### src/rtl/home_event_arbiter.sv
// home_event_arbiter: hold-time arbiter over sensor, heater and cooler request channels
module home_event_arbiter #(
  parameter int NUM_SENSORS = 5,
  parameter int TEMP_W      = 6,
  parameter int HEAT_TH     = 15,
  parameter int COOL_TH     = 30,
  parameter int MIN_HOLD    = 4,
  parameter int ROT_PERIOD  = 8,
  localparam int M          = NUM_SENSORS + 2,
  localparam int IDX_W      = $clog2(M),
  localparam int HW         = $clog2(MIN_HOLD + 1),
  localparam int RW         = (ROT_PERIOD > 1) ? $clog2(ROT_PERIOD) : 1
) (
  input  logic                   clk,
  input  logic                   reset,
  input  logic [NUM_SENSORS-1:0] sensor_req,
  input  logic                   temp_valid,
  input  logic [TEMP_W-1:0]      temperature,
  input  logic [1:0]             arb_mode,
  output logic [M-1:0]           grant,
  output logic                   grant_valid,
  output logic [IDX_W-1:0]       grant_idx
);
  typedef enum logic {IDLE, ACTIVE} state_t;
  state_t           r_state, w_state_nx;
  logic [M-1:0]     r_grant, w_req;
  logic             r_valid, r_dir, w_any, w_arb;
  logic [IDX_W-1:0] r_idx, r_rr_ptr, w_lo, w_hi, w_rr, w_j, w_win;
  logic [HW-1:0]    r_hold;
  logic [RW-1:0]    r_rot;
  // request vector: sensors, then heater, then cooler (thermal requests gated by temp_valid)
  always_comb begin
    w_req = {temp_valid && (int'(temperature) > COOL_TH),
             temp_valid && (int'(temperature) < HEAT_TH),
             sensor_req};
    w_any = |w_req;
  end
  // candidate winners for each policy; later loop iterations override earlier ones
  always_comb begin
    w_lo = '0;
    w_hi = '0;
    w_rr = '0;
    w_j  = '0;
    for (int i = M - 1; i >= 0; i--) if (w_req[i]) w_lo = IDX_W'(i);
    for (int i = 0; i < M; i++) if (w_req[i]) w_hi = IDX_W'(i);
    for (int i = M; i >= 1; i--) begin
      w_j = IDX_W'((int'(r_rr_ptr) + i) % M);
      if (w_req[w_j]) w_rr = w_j;
    end
    w_win = (arb_mode == 2'b00) ? w_lo :
            (arb_mode == 2'b01) ? w_hi :
            (arb_mode == 2'b10) ? (r_dir ? w_hi : w_lo) : w_rr;
  end
  // next state: arbitrate when idle or when the hold has expired
  always_comb begin
    w_arb      = w_any && (r_state == IDLE || r_hold == '0);
    w_state_nx = (r_state == ACTIVE && r_hold != '0) ? ACTIVE : (w_any ? ACTIVE : IDLE);
  end
  // state register
  always_ff @(posedge clk) begin
    if (!reset) r_state <= IDLE;
    else        r_state <= w_state_nx;
  end
  // grant, hold counter and round-robin pointer
  always_ff @(posedge clk) begin
    if (!reset) begin
      r_grant  <= '0;
      r_valid  <= 1'b0;
      r_idx    <= '0;
      r_hold   <= '0;
      r_rr_ptr <= IDX_W'(M - 1);
    end else if (w_arb) begin
      r_grant  <= M'(1) << w_win;
      r_valid  <= 1'b1;
      r_idx    <= w_win;
      r_hold   <= HW'(MIN_HOLD - 1);
      r_rr_ptr <= w_win;
    end else if (r_state == ACTIVE && r_hold != '0) begin
      r_hold   <= r_hold - HW'(1);
    end else if (w_state_nx == IDLE) begin
      r_grant  <= '0;
      r_valid  <= 1'b0;
      r_idx    <= '0;
    end
  end
  // direction rotation counts every cycle with any request, independent of mode
  always_ff @(posedge clk) begin
    if (!reset) begin
      r_rot <= '0;
      r_dir <= 1'b0;
    end else if (w_any) begin
      r_rot <= (r_rot == RW'(ROT_PERIOD - 1)) ? '0 : r_rot + RW'(1);
      r_dir <= (r_rot == RW'(ROT_PERIOD - 1)) ? ~r_dir : r_dir;
    end
  end
  // outputs come straight from registers
  always_comb begin
    grant       = r_grant;
    grant_valid = r_valid;
    grant_idx   = r_idx;
  end
endmodule

### config.mk
export PLATFORM = sky130hd
export DESIGN_NAME = home_event_arbiter
export DESIGN_NICKNAME = d
export VERILOG_FILES = /design/src/rtl/home_event_arbiter.sv
export SDC_FILE = /design/constraint.sdc
export NUM_CORES = 1
export LEC_CHECK = 0
export CORE_ASPECT_RATIO = 1.75
export CORE_UTILIZATION = 55
export DETAILED_ROUTE_END_ITERATION = 6
export HOLD_SLACK_MARGIN = 0.05
export PLACE_DENSITY_LB_ADDON = 0.1
export SETUP_SLACK_MARGIN = 0.4
export SYNTH_ARGS = -nofsm -noshare
export SYNTH_HDL_FRONTEND = slang
export SYNTH_SLANG_ARGS = --single-unit
### constraint.sdc
create_clock -name clk -period 6.9 [get_ports clk]
set_clock_uncertainty 0.15 [all_clocks]
set_input_delay 2.07 -clock clk [delete_from_list [all_inputs] [get_ports clk]]
set_output_delay 2.07 -clock clk [all_outputs]
set_load 0.02 [all_outputs]
==> results of run 1 <==
worst register-to-register path, cell delays in order (launching register included):
cell      delay, ns
dfxtp_1        0.66
inv_1          0.29
ha_1           0.54
ha_1           0.28
ha_1           0.25
or3b_2         0.46
o221a_2        0.15
and3_1         0.21
inv_1          0.10
ha_1           0.30
nor2b_1        0.17
nor3_1         0.07
nor2_1         0.53
nor3_1         0.09
a211oi_1       0.39
a22oi_2        0.13
a211oi_1       0.31
a211oi_2       0.09
o21ai_1        0.39
a32o_1         0.22
logic make-up after synthesis:
logic type               after synthesis  synth area share, %
AND/OR/NAND/NOR                      169                25.38
AO/OA/AOI/OAI                        150                33.60
buffers and inverters                 49                5.707
adder cells (fa/ha/maj)               31                11.13
flip-flops                            22                12.63
multiplexers                          18                6.676
XOR/XNOR                              16                4.882
layer usage:
layer,GRT usage (%),vias up,wire [um]
met2,57.54,140,5147
met5,0,-,0
li1,-,1743,-
met1,31.41,1674,3774
met4,24.75,0,804
met3,2.542,55,417
worst paths after layout:
check | from | end | slack [ns] | cells past startpoint
setup / recovery | r_rr_ptr[1] | grant[0] | 1.06 | 19
hold / removal | grant[4] | grant[4] | 0.31 | 2
setup reg to reg | r_rr_ptr[1] | grant[0] | 1.06 | 19
hold reg to reg | grant[4] | grant[4] | 0.31 | 2
state kept, by name, summed over array words and instances, names as in the netlist:
name,cells
r_rot,3
grant,7
r_dir,1
grant_valid,1
r_hold,3
grant_idx,3
r_rr_ptr,3
r_state,1
layout by cell type, fill, tap and decap left out, types with 4 or more instances in the layout:
cell,netlist,routed
o21a_1,10,10
ha_1,31,31
nor2_1,33,33
and3_1,7,7
inv_1,22,22
xnor2_1,9,9
nand4_1,10,10
clkdlybuf4s50_1,0,26
and2_1,9,9
nor2b_1,8,8
a211o_1,5,5
nor3_1,12,12
nor3b_1,5,5
a32o_1,4,4
inv_2,4,4
a211oi_1,10,10
nand3_1,11,11
mux2i_1,12,12
dfxtp_1,22,21
o31ai_1,7,7
xnor2_2,4,4
mux4_2,4,4
a21oi_1,24,24
a31oi_1,7,7
o211ai_1,5,5
o21ai_0,21,21
nand2_1,47,47
final cells by class:
class,instances,area (um2)
clock buffer,3,41.29
clock inverter,1,30.03
fill,587,2341
inverter,26,97.59
multi-input combinational,384,2846
sequential,22,441.7
tap,80,100.1
timing repair buffer,29,282.8
per-stage QoR:
step	setup WS, ns	hold WS, ns	util, %	instance area (um2)
finish	1.059	0.3134	62.13	3840
floorplan	2.064	0.2930	-	3486
global route	0.6091	0.3427	62.13	3840
CTS	1.097	0.3177	62.13	3840
detailed placement	1.147	0.2983	60.97	3769
global placement	1.284	0.2926	60.97	3769
==> out/metrics.cfg, run 1 <==
[die]
io-pin-count = 27
die-area_mm2 = 0.006673
dieWidth_um = 62.18
rows = 38
initial_core_util_pct = 56.40
core_region_area_mm2 = 0.006181
die_y_um = 107.3

[global_routing]
antenna_found_initial = 0
grt_pass1_wl_mm = 16.48
overflow = 0
grt_pass1_vias = 3459
grt_max_degree = 35
grt_usage_pct = 31.02

[synthesis]
synth_edf_count = 0
synth-seq-cells = 22
yosysTopAreaCell = dfxtp_1
synthTopCellsByCount = nand2_1 (47), nor2_1 (33), ha_1 (31), a21oi_1 (24)
synth_nets = 502
synth_flop_cell = dfxtp_1
yosys-top-cells-area = dfxtp_1 (13%), ha_1 (11%), nand2_1 (5.1%)
syn_inst = 455
async_reset_ff_share_pct = 0
ys_warn_count = 0
syn-cell-area_mm2 = 0.003486
yosysMostFrequentCell = nand2_1
syn_avg_cell_area_um2 = 7.661
synth.top_cell.area_share_pct = 12.63
synth_seq_area_share_pct = 12.63
synth_cell_types = 83

[routing]
vias = 3612
wl_per_cell_um = 18.61
ant_nets = 0
first_iter_violations = 176
vias_per_cell = 6.628
wl_mm = 10.14
drt_first_pass_iters = 4
drcViolationCount = 0

[clock_tree]
cts_tree = yes
insertion_delay_ns = 0.27
clockBufferDepth = 2
clkSlewWorstSetupHoldPaths_ns = 0.08
clock-sinks = 22
cts_root_buf = clkbuf_8
cts_buffers = 3
hold_buffers = 0
htree_levels = 1
cts-resized-gates = 0
cts_setup_buffers = 0

[timing]
fin_crit_sh_pct = 84.65
tns_ns = 0
rsz0062_at_grt = no
setup_viol = 0
worstMarginPinSlew_ns = 0.8529
hold_viol_final = 0
finalMaxSlewViolations = 0
finalCriticalPeriod_ns = 5.841
timing.fmax_ghz = 0.1712
relSlewSlack_pct = 42.89

[place]
gp_congestion = 0.9887
place_hpwl_mm = 8.008
numPortBuffers = 26
dpl.cell_count = 541

[final_layout]
final_layout_size_suffix_gt1_share_pct = 10.75
stdcell_count = 545
n_antenna_cell = 0
area_growth_pct = 10.16
nets = 513

[critical_path]
worstPathCellList = inv_1 -> ha_1 -> ha_1 -> ha_1 -> or3b_2 -> o221a_2 -> and3_1 -> inv_1 -> ha_1 -> nor2b_1 -> nor3_1 -> nor2_1 -> nor3_1 -> a211oi_1 -> a22oi_2 -> a211oi_1 -> a211oi_2 -> o21ai_1 -> a32o_1
slowest_stage = dfxtp_1
cp_max_fo = 15
start_kind = flop
worst-path-buf-inv = 2
timing.critical_path.mode_cell = ha_1
timing.critical_path.required_ns = 6.97
crit_path_end_kind = flop
worst_ep_arrival_time_ns = 5.91
crit_type = reg2reg
slowest_delay_ns = 0.66
cp_top_family = compound AO/OA/AOI/OAI gates

[worst_hold_path]
hold_class = reg2reg

[outcome]
status = finished clean

[run]
maxCapViolCount = 0

Power of run 1 is left out: the tool's default activity adds up to more than one toggle a clock period on the data nets, which glitch-free logic cannot reach.
==> run 2: changes to the inputs <==
==> constraint.sdc (replaced) <==
create_clock -name clk -period 5.8 [get_ports clk]
set_clock_uncertainty 0.15 [all_clocks]
set_input_delay 1.74 -clock clk [delete_from_list [all_inputs] [get_ports clk]]
set_output_delay 1.74 -clock clk [all_outputs]
set_load 0.02 [all_outputs]
==> out/metrics.cfg, run 2 (synthesis gave the netlist of run 1 again) <==
[clock_tree]
clkSlewWorstSetupHoldPaths_ns = 0.08  ; about the same
cts_root_buf = clkbuf_8
clockBufferDepth = 2  ; unchanged
insertion_delay_ns = 0.28  ; about the same
htree_levels = 1  ; unchanged
cts_tree = yes
cts_buffers = 3  ; unchanged
clock-sinks = 22  ; unchanged

[run]
maxCapViolCount = 0  ; unchanged

[final_layout]
layout_commonest_cell = nand2_1
fill_cells = 595  ; +1.4%
final_cell_mix = nand2_1 (47), nor2_1 (33), ha_1 (31)
largest_reg_flops = 7  ; unchanged
nets = 520  ; +1.4%
seqCellArea_um2 = 442.9  ; +0.28%
area_growth_pct = 11.45
utilization_pct = 62.85  ; +0.73 points
multi_input_comb_area_mm2 = 0.002854  ; +0.26%
n_antenna_cell = 0  ; unchanged
final_layout_size_suffix_gt1_share_pct = 12.29  ; +1.5 points

[timing]
rsz0062_at_grt = no
finalCriticalPeriod_ns = 5.048
relSlewSlack_pct = 36.14  ; -6.7 points
tns_ns = 0  ; unchanged
finalMaxSlewViolations = 0  ; unchanged
timing.fmax_ghz = 0.1981
hold_viol_final = 0  ; unchanged
worstMarginPinSlew_ns = 0.9337  ; +0.08078 ns
setup_viol = 0  ; unchanged
fin_crit_sh_pct = 87.03

[routing]
wl_mm = 10.70  ; +5.5%
vias = 3709  ; +2.7%
ant_nets = 0  ; unchanged
drcViolationCount = 0  ; unchanged
wl_per_cell_um = 19.38  ; +4.1%
drt_first_pass_iters = 4  ; unchanged
first_iter_violations = 204  ; +16%
vias_per_cell = 6.719  ; +1.4%

[critical_path]
cp_top_family = compound AO/OA/AOI/OAI gates
worstPathCellList = clkdlybuf4s50_1 -> nor3b_1 -> and2_1 -> nand4_1 -> a221oi_1 -> o22ai_2 -> a22oi_2 -> a211oi_1 -> a211oi_2 -> o21ai_1 -> a32o_1
rrSetupSlack_ns = 0.80  ; -0.26 ns
reg2reg_from = r_rr_ptr[1]
ff2ff_path_depth = 19  ; unchanged
timing.critical_path.required_ns = 5.83  ; -1.14 ns
crit_path_end_kind = flop
worst_ep_arrival_time_ns = 5.07  ; -0.84 ns
slowest_delay_ns = 0.51  ; -0.15 ns
rr_endpoint = grant[5]
crit_type = in2reg
slowest_stage = and2_1
cp_max_fo = 9  ; -6
start_kind = primary input
worst-path-buf-inv = 1  ; -1

[die]
die-area_mm2 = 0.006673  ; unchanged
io-pin-count = 27  ; unchanged
dieWidth_um = 62.18  ; unchanged
rows = 38  ; unchanged
core_region_area_mm2 = 0.006181  ; unchanged
initial_core_util_pct = 56.40  ; unchanged
die_y_um = 107.3  ; unchanged

[global_routing]
grt_usage_pct = 33.48  ; +2.5 points
grt_pass1_wl_mm = 17.61  ; +6.8%
overflow = 0  ; unchanged
grt_max_degree = 52  ; +49%
use_met2_pct = 62.09  ; +4.6 points
grt_pass1_vias = 3701  ; +7.0%
antenna_found_initial = 0  ; unchanged
met3_usage_pct = 3.284  ; +0.74 points
grt-busiest-layer = met2
use_met1_pct = 32.60  ; +1.2 points

[place]
gp_congestion = 0.9323  ; -5.7%
numPortBuffers = 26  ; unchanged
place_hpwl_mm = 8.355  ; +4.3%

[worst_hold_path]
hold_class = reg2reg
whs_path_depth = 2  ; unchanged
hold_path_end = grant[4]
min_from = grant[4]

[outcome]
status = finished clean

-- run 2: cell count changes in the layout (fill, tap and decap cells not counted) --
cell	change
bufinv_16	-1
a211oi_4	+1
a211oi_2	-1
dfxtp_2	+1
buf_4	+7
dfxtp_1	-1
clkbuf_8	+1
-- run 2: cell type report --
cell class              instances  area share (%)
multi-input cells             384           73.46
inverters                      26           2.512
well taps                      80           2.576
flip-flops and latches         22           11.40
repair buffers                 36           8.631
clock buffers                   4           1.417
-- run 2: how the worst max path moves through the flow --
stage	end	from	cells past startpoint
after detailed placement	grant[1]	temp_valid	11
after global routing	grant[2]	r_rr_ptr[1]	19
after CTS	grant[5]	r_rr_ptr[1]	17
after floorplan	grant_idx[0]	r_rr_ptr[0]	20
after global placement	grant_idx[0]	temperature[1]	11
final	grant[1]	temp_valid	11
-- run 2: worst register-to-register path: stages, from the launching register on --
cell and delay, ns:
dfxtp_2 0.43, inv_1 0.18, ha_1 0.35, buf_4 0.20
inv_1 0.16, ha_1 0.23, ha_1 0.26, a31oi_2 0.19
xnor2_1 0.16, ha_1 0.26, a211oi_1 0.09, and4_1 0.20
a21oi_1 0.16, mux2_2 0.43, o21a_1 0.14, nor3_1 0.40
nand4b_1 0.20, a21oi_2 0.27, nand3_1 0.16, o31ai_1 0.27
-- run 2: repair_timing --
action / CTS / global route
resized for setup: 0 / 2
hold buffers: 0 / 0
endpoints found under the hold margin: 0 / 0
setup endpoints to repair: 0 / 7
setup buffers: 0 / 0
-- run 2: stage by stage --
| stage | setup WS [ns] | hold WS (ns) | std cells | instance area (um2) |
|---|---|---|---|---|
| floorplan | 0.9636 | 0.2930 | 455 | 3486 |
| global placement | 0.5744 | 0.2948 | 548 | 3821 |
| detailed placement | 0.5432 | 0.3006 | 548 | 3821 |
| CTS | 0.7089 | 0.3210 | 552 | 3876 |
| global route | 0.4786 | 0.3402 | 552 | 3885 |
| finish | 0.7523 | 0.3151 | 552 | 3885 |
-- run 2: per-layer routing --
| layer | up-vias | share of wire, % |
|---|---|---|
| li1 | 1768 | - |
| met1 | 1745 | 36 |
| met2 | 142 | 53 |
| met3 | 54 | 4.6 |
| met4 | 0 | 6.9 |
| met5 | - | 0 |
Power of run 2 is left out for the same reason.
==> run 3: changes to the inputs <==
--- a/config.mk
+++ b/config.mk
@@ -5,6 +5,7 @@
 export SDC_FILE = /design/constraint.sdc
 export NUM_CORES = 1
 export LEC_CHECK = 0
+export ABC_AREA = 1
 export CORE_ASPECT_RATIO = 1.75
 export CORE_UTILIZATION = 55
 export DETAILED_ROUTE_END_ITERATION = 6
==> out/metrics.cfg, run 3 <==
[outcome]
status = finished clean

[global_routing]
grt_pass1_wl_mm = 13.32  ; -24%
overflow = 0  ; unchanged
antenna_found_initial = 0  ; unchanged
grt_usage_pct = 28.96  ; -4.5 points
grt_max_degree = 25  ; -52%
grt_pass1_vias = 3139  ; -15%

[critical_path]
ff2ff_path_depth = 29  ; +10
crit_path_end_kind = flop
rr_endpoint = grant[2]
cp_max_fo = 10  ; +1
slowest_stage = ha_1
slowest_delay_ns = 0.69  ; +0.18 ns
timing.critical_path.required_ns = 5.85  ; +0.02 ns
reg2reg_from = r_rr_ptr[0]
start_kind = flop
startpoint = r_rr_ptr[0]
crit_type = reg2reg
timing.critical_path.mode_cell = nand2_1
rrSetupSlack_ns = 1.17  ; +0.37 ns
worst_ep_arrival_time_ns = 4.68  ; -0.39 ns

[synthesis]
synth_xor_area_share_pct = 2.844  ; -2.0 points
synth.mux.area_fraction_pct = 0  ; -6.7 points
ys_warn_count = 0  ; unchanged
yosysTopAreaCell = nand2_1
synth_seq_area_share_pct = 14.30  ; +1.7 points
async_reset_ff_share_pct = 0  ; unchanged
synth_edf_count = 0  ; unchanged
syn-cell-area_mm2 = 0.003079  ; -12%
synth_flop_cell = dfxtp_1
synth_compound_area_share_pct = 15.56  ; -18 points
synth-seq-cells = 22  ; unchanged
synth.top_cell.area_share_pct = 16.46  ; +3.8 points
synthAdderAreaFrac_pct = 12.60  ; +1.5 points
yosysMostFrequentCell = nand2_1
syn_inst = 518  ; +14%
synthSimpleGateAreaFrac_pct = 43.36  ; +18 points
yosys-top-cells-area = nand2_1 (16%), dfxtp_1 (14%), ha_1 (13%)
synth_top_family_by_area = simple AND/OR/NAND/NOR gates
syn_avg_cell_area_um2 = 5.944  ; -22%
synth_cell_types = 39  ; -53%
synth_nets = 565  ; +13%
synthTopCellsByCount = nand2_1 (135), inv_1 (74), nand3_1 (67), nor2_1 (44), a21oi_1 (33)

[routing]
first_iter_violations = 154  ; -25%
wl_per_cell_um = 13.29  ; -31%
vias = 3421  ; -7.8%
drcViolationCount = 0  ; unchanged
vias_per_cell = 5.545  ; -17%
wl_mm = 8.202  ; -23%
ant_nets = 0  ; unchanged
drt_first_pass_iters = 5  ; +1

[place]
place_hpwl_mm = 6.712  ; -20%
numPortBuffers = 26  ; unchanged
gp_congestion = 1.022  ; +9.6%
placed_area_mm2 = 0.003405  ; -11%
dpl.cell_count = 613  ; +12%

[clock_tree]
cts_root_buf = clkbuf_8
cts-resized-gates = 0  ; unchanged
cts_buffers = 3  ; unchanged
cts_tree = yes
insertion_delay_ns = 0.27  ; about the same
htree_levels = 1  ; unchanged
clock-sinks = 22  ; unchanged
cts_setup_buffers = 0  ; unchanged
hold_buffers = 0  ; unchanged
clkSlewWorstSetupHoldPaths_ns = 0.08  ; about the same
clockBufferDepth = 2  ; unchanged

[timing]
setup_viol = 0  ; unchanged
finalMaxSlewViolations = 0  ; unchanged
tns_ns = 0  ; unchanged
finalCriticalPeriod_ns = 4.633  ; -0.4145 ns
worstMarginPinSlew_ns = 0.8240  ; -0.1097 ns
timing.fmax_ghz = 0.2158  ; +8.9%
hold_viol_final = 0  ; unchanged
fin_crit_sh_pct = 79.88  ; -7.1 points
relSlewSlack_pct = 44.86  ; +8.7 points
rsz0062_at_grt = no

[final_layout]
final_cell_mix = nand2_1 (135), inv_1 (74), nand3_1 (67)
utilization_pct = 65.06  ; +2.2 points
final_area_mm2 = 0.003476  ; -11%
layout_commonest_cell = nand2_1
stdcell_count = 617  ; +12%
n_antenna_cell = 0  ; unchanged
area_growth_pct = 12.88
largest_reg_flops = 7  ; unchanged
nets = 591  ; +14%
final_layout_size_suffix_gt1_share_pct = 8.840  ; -3.4 points

[die]
core_region_area_mm2 = 0.005343  ; -14%
rows = 35  ; -7.9%
dieWidth_um = 58.56  ; -5.8%
initial_core_util_pct = 57.63  ; +1.2 points
die-area_mm2 = 0.005913  ; -11%
io-pin-count = 27  ; unchanged
die_y_um = 101.0  ; -5.9%

[power_and_ir_drop]
p_per_area_mw_per_mm2 = 506.6
p_leak_nw = 1.777
vdd_drop_max_v = 0.0004635
finalPower_mw = 1.761

[worst_hold_path]
min_from = grant_idx[0]
hold_path_end = grant_idx[0]
whs_path_depth = 2  ; unchanged
hold_class = reg2reg

[run]
maxCapViolCount = 0  ; unchanged

## run 3: changes by cell type after synthesis, moves of 11 or more
cell      previous run  this run
nand2_1             47       135
nor2_1              33        44
nand3_1             11        67
mux2i_1             12         0
inv_1               22        74
nand2_2              0        14
clkbuf_1            14         3
## run 3: worst max path at each step
stage	endpoint	cells past startpoint
2_1_floorplan	grant[0]	32
3_3_place_gp	grant[6]	23
3_5_place_dp	grant[4]	21
4_1_cts	grant[2]	29
5_1_grt	grant[4]	29
6_report	grant[2]	29
## run 3: power breakdown
group          total, mW  leakage (nW)  internal, mW  switching, mW
combinational       1.42          1.56         0.497          0.922
clock              0.142        0.0357        0.0922         0.0501
sequential         0.200         0.181         0.175         0.0249
total               1.76          1.78         0.764          0.997
## run 3: final cells by class
cell class	count	area, um2
timing repair buffer	27	267.8
tap	74	92.59
clock inverter	1	30.03
sequential	22	440.4
clock buffer	3	41.29
fill	547	1867
inverter	81	314.1
multi-input combinational	409	2290
## run 3: worst max-delay path: cells and delay by family (launching register included)
family	cells	cell delay [ns]
AND/OR/NAND/NOR	21	1.84
flip-flops	1	0.34
XOR/XNOR	1	0.26
adder cells (fa/ha/maj)	4	1.34
buffers and inverters	3	0.64
## run 3: cell families after synthesis
group | after synthesis
xor+xnor | 10
fa+ha+maj | 31
simple gates | 288
compound gates | 80
buf+inv | 87
flops | 22
## run 3: per-stage QoR
step	hold slack, ns	setup WS, ns
2_1_floorplan	0.3035	1.717
3_3_place_gp	0.3067	1.229
3_5_place_dp	0.3105	1.125
4_1_cts	0.3251	1.177
5_1_grt	0.3443	0.7699
6_report	0.3214	1.167
## run 3: per-layer routing
metal / GRT usage, % / part of all wire [%] / wire length [um] / vias to the layer above
met5: 0 / 0 / 0 / -
met4: 17.95 / 5.4 / 444 / 0
met3: 1.155 / 2.9 / 235 / 33
met2: 58.09 / 55 / 4493 / 82
met1: 27.22 / 37 / 3029 / 1573
li1: - / - / - / 1733
(Power assumes the default switching activity.)
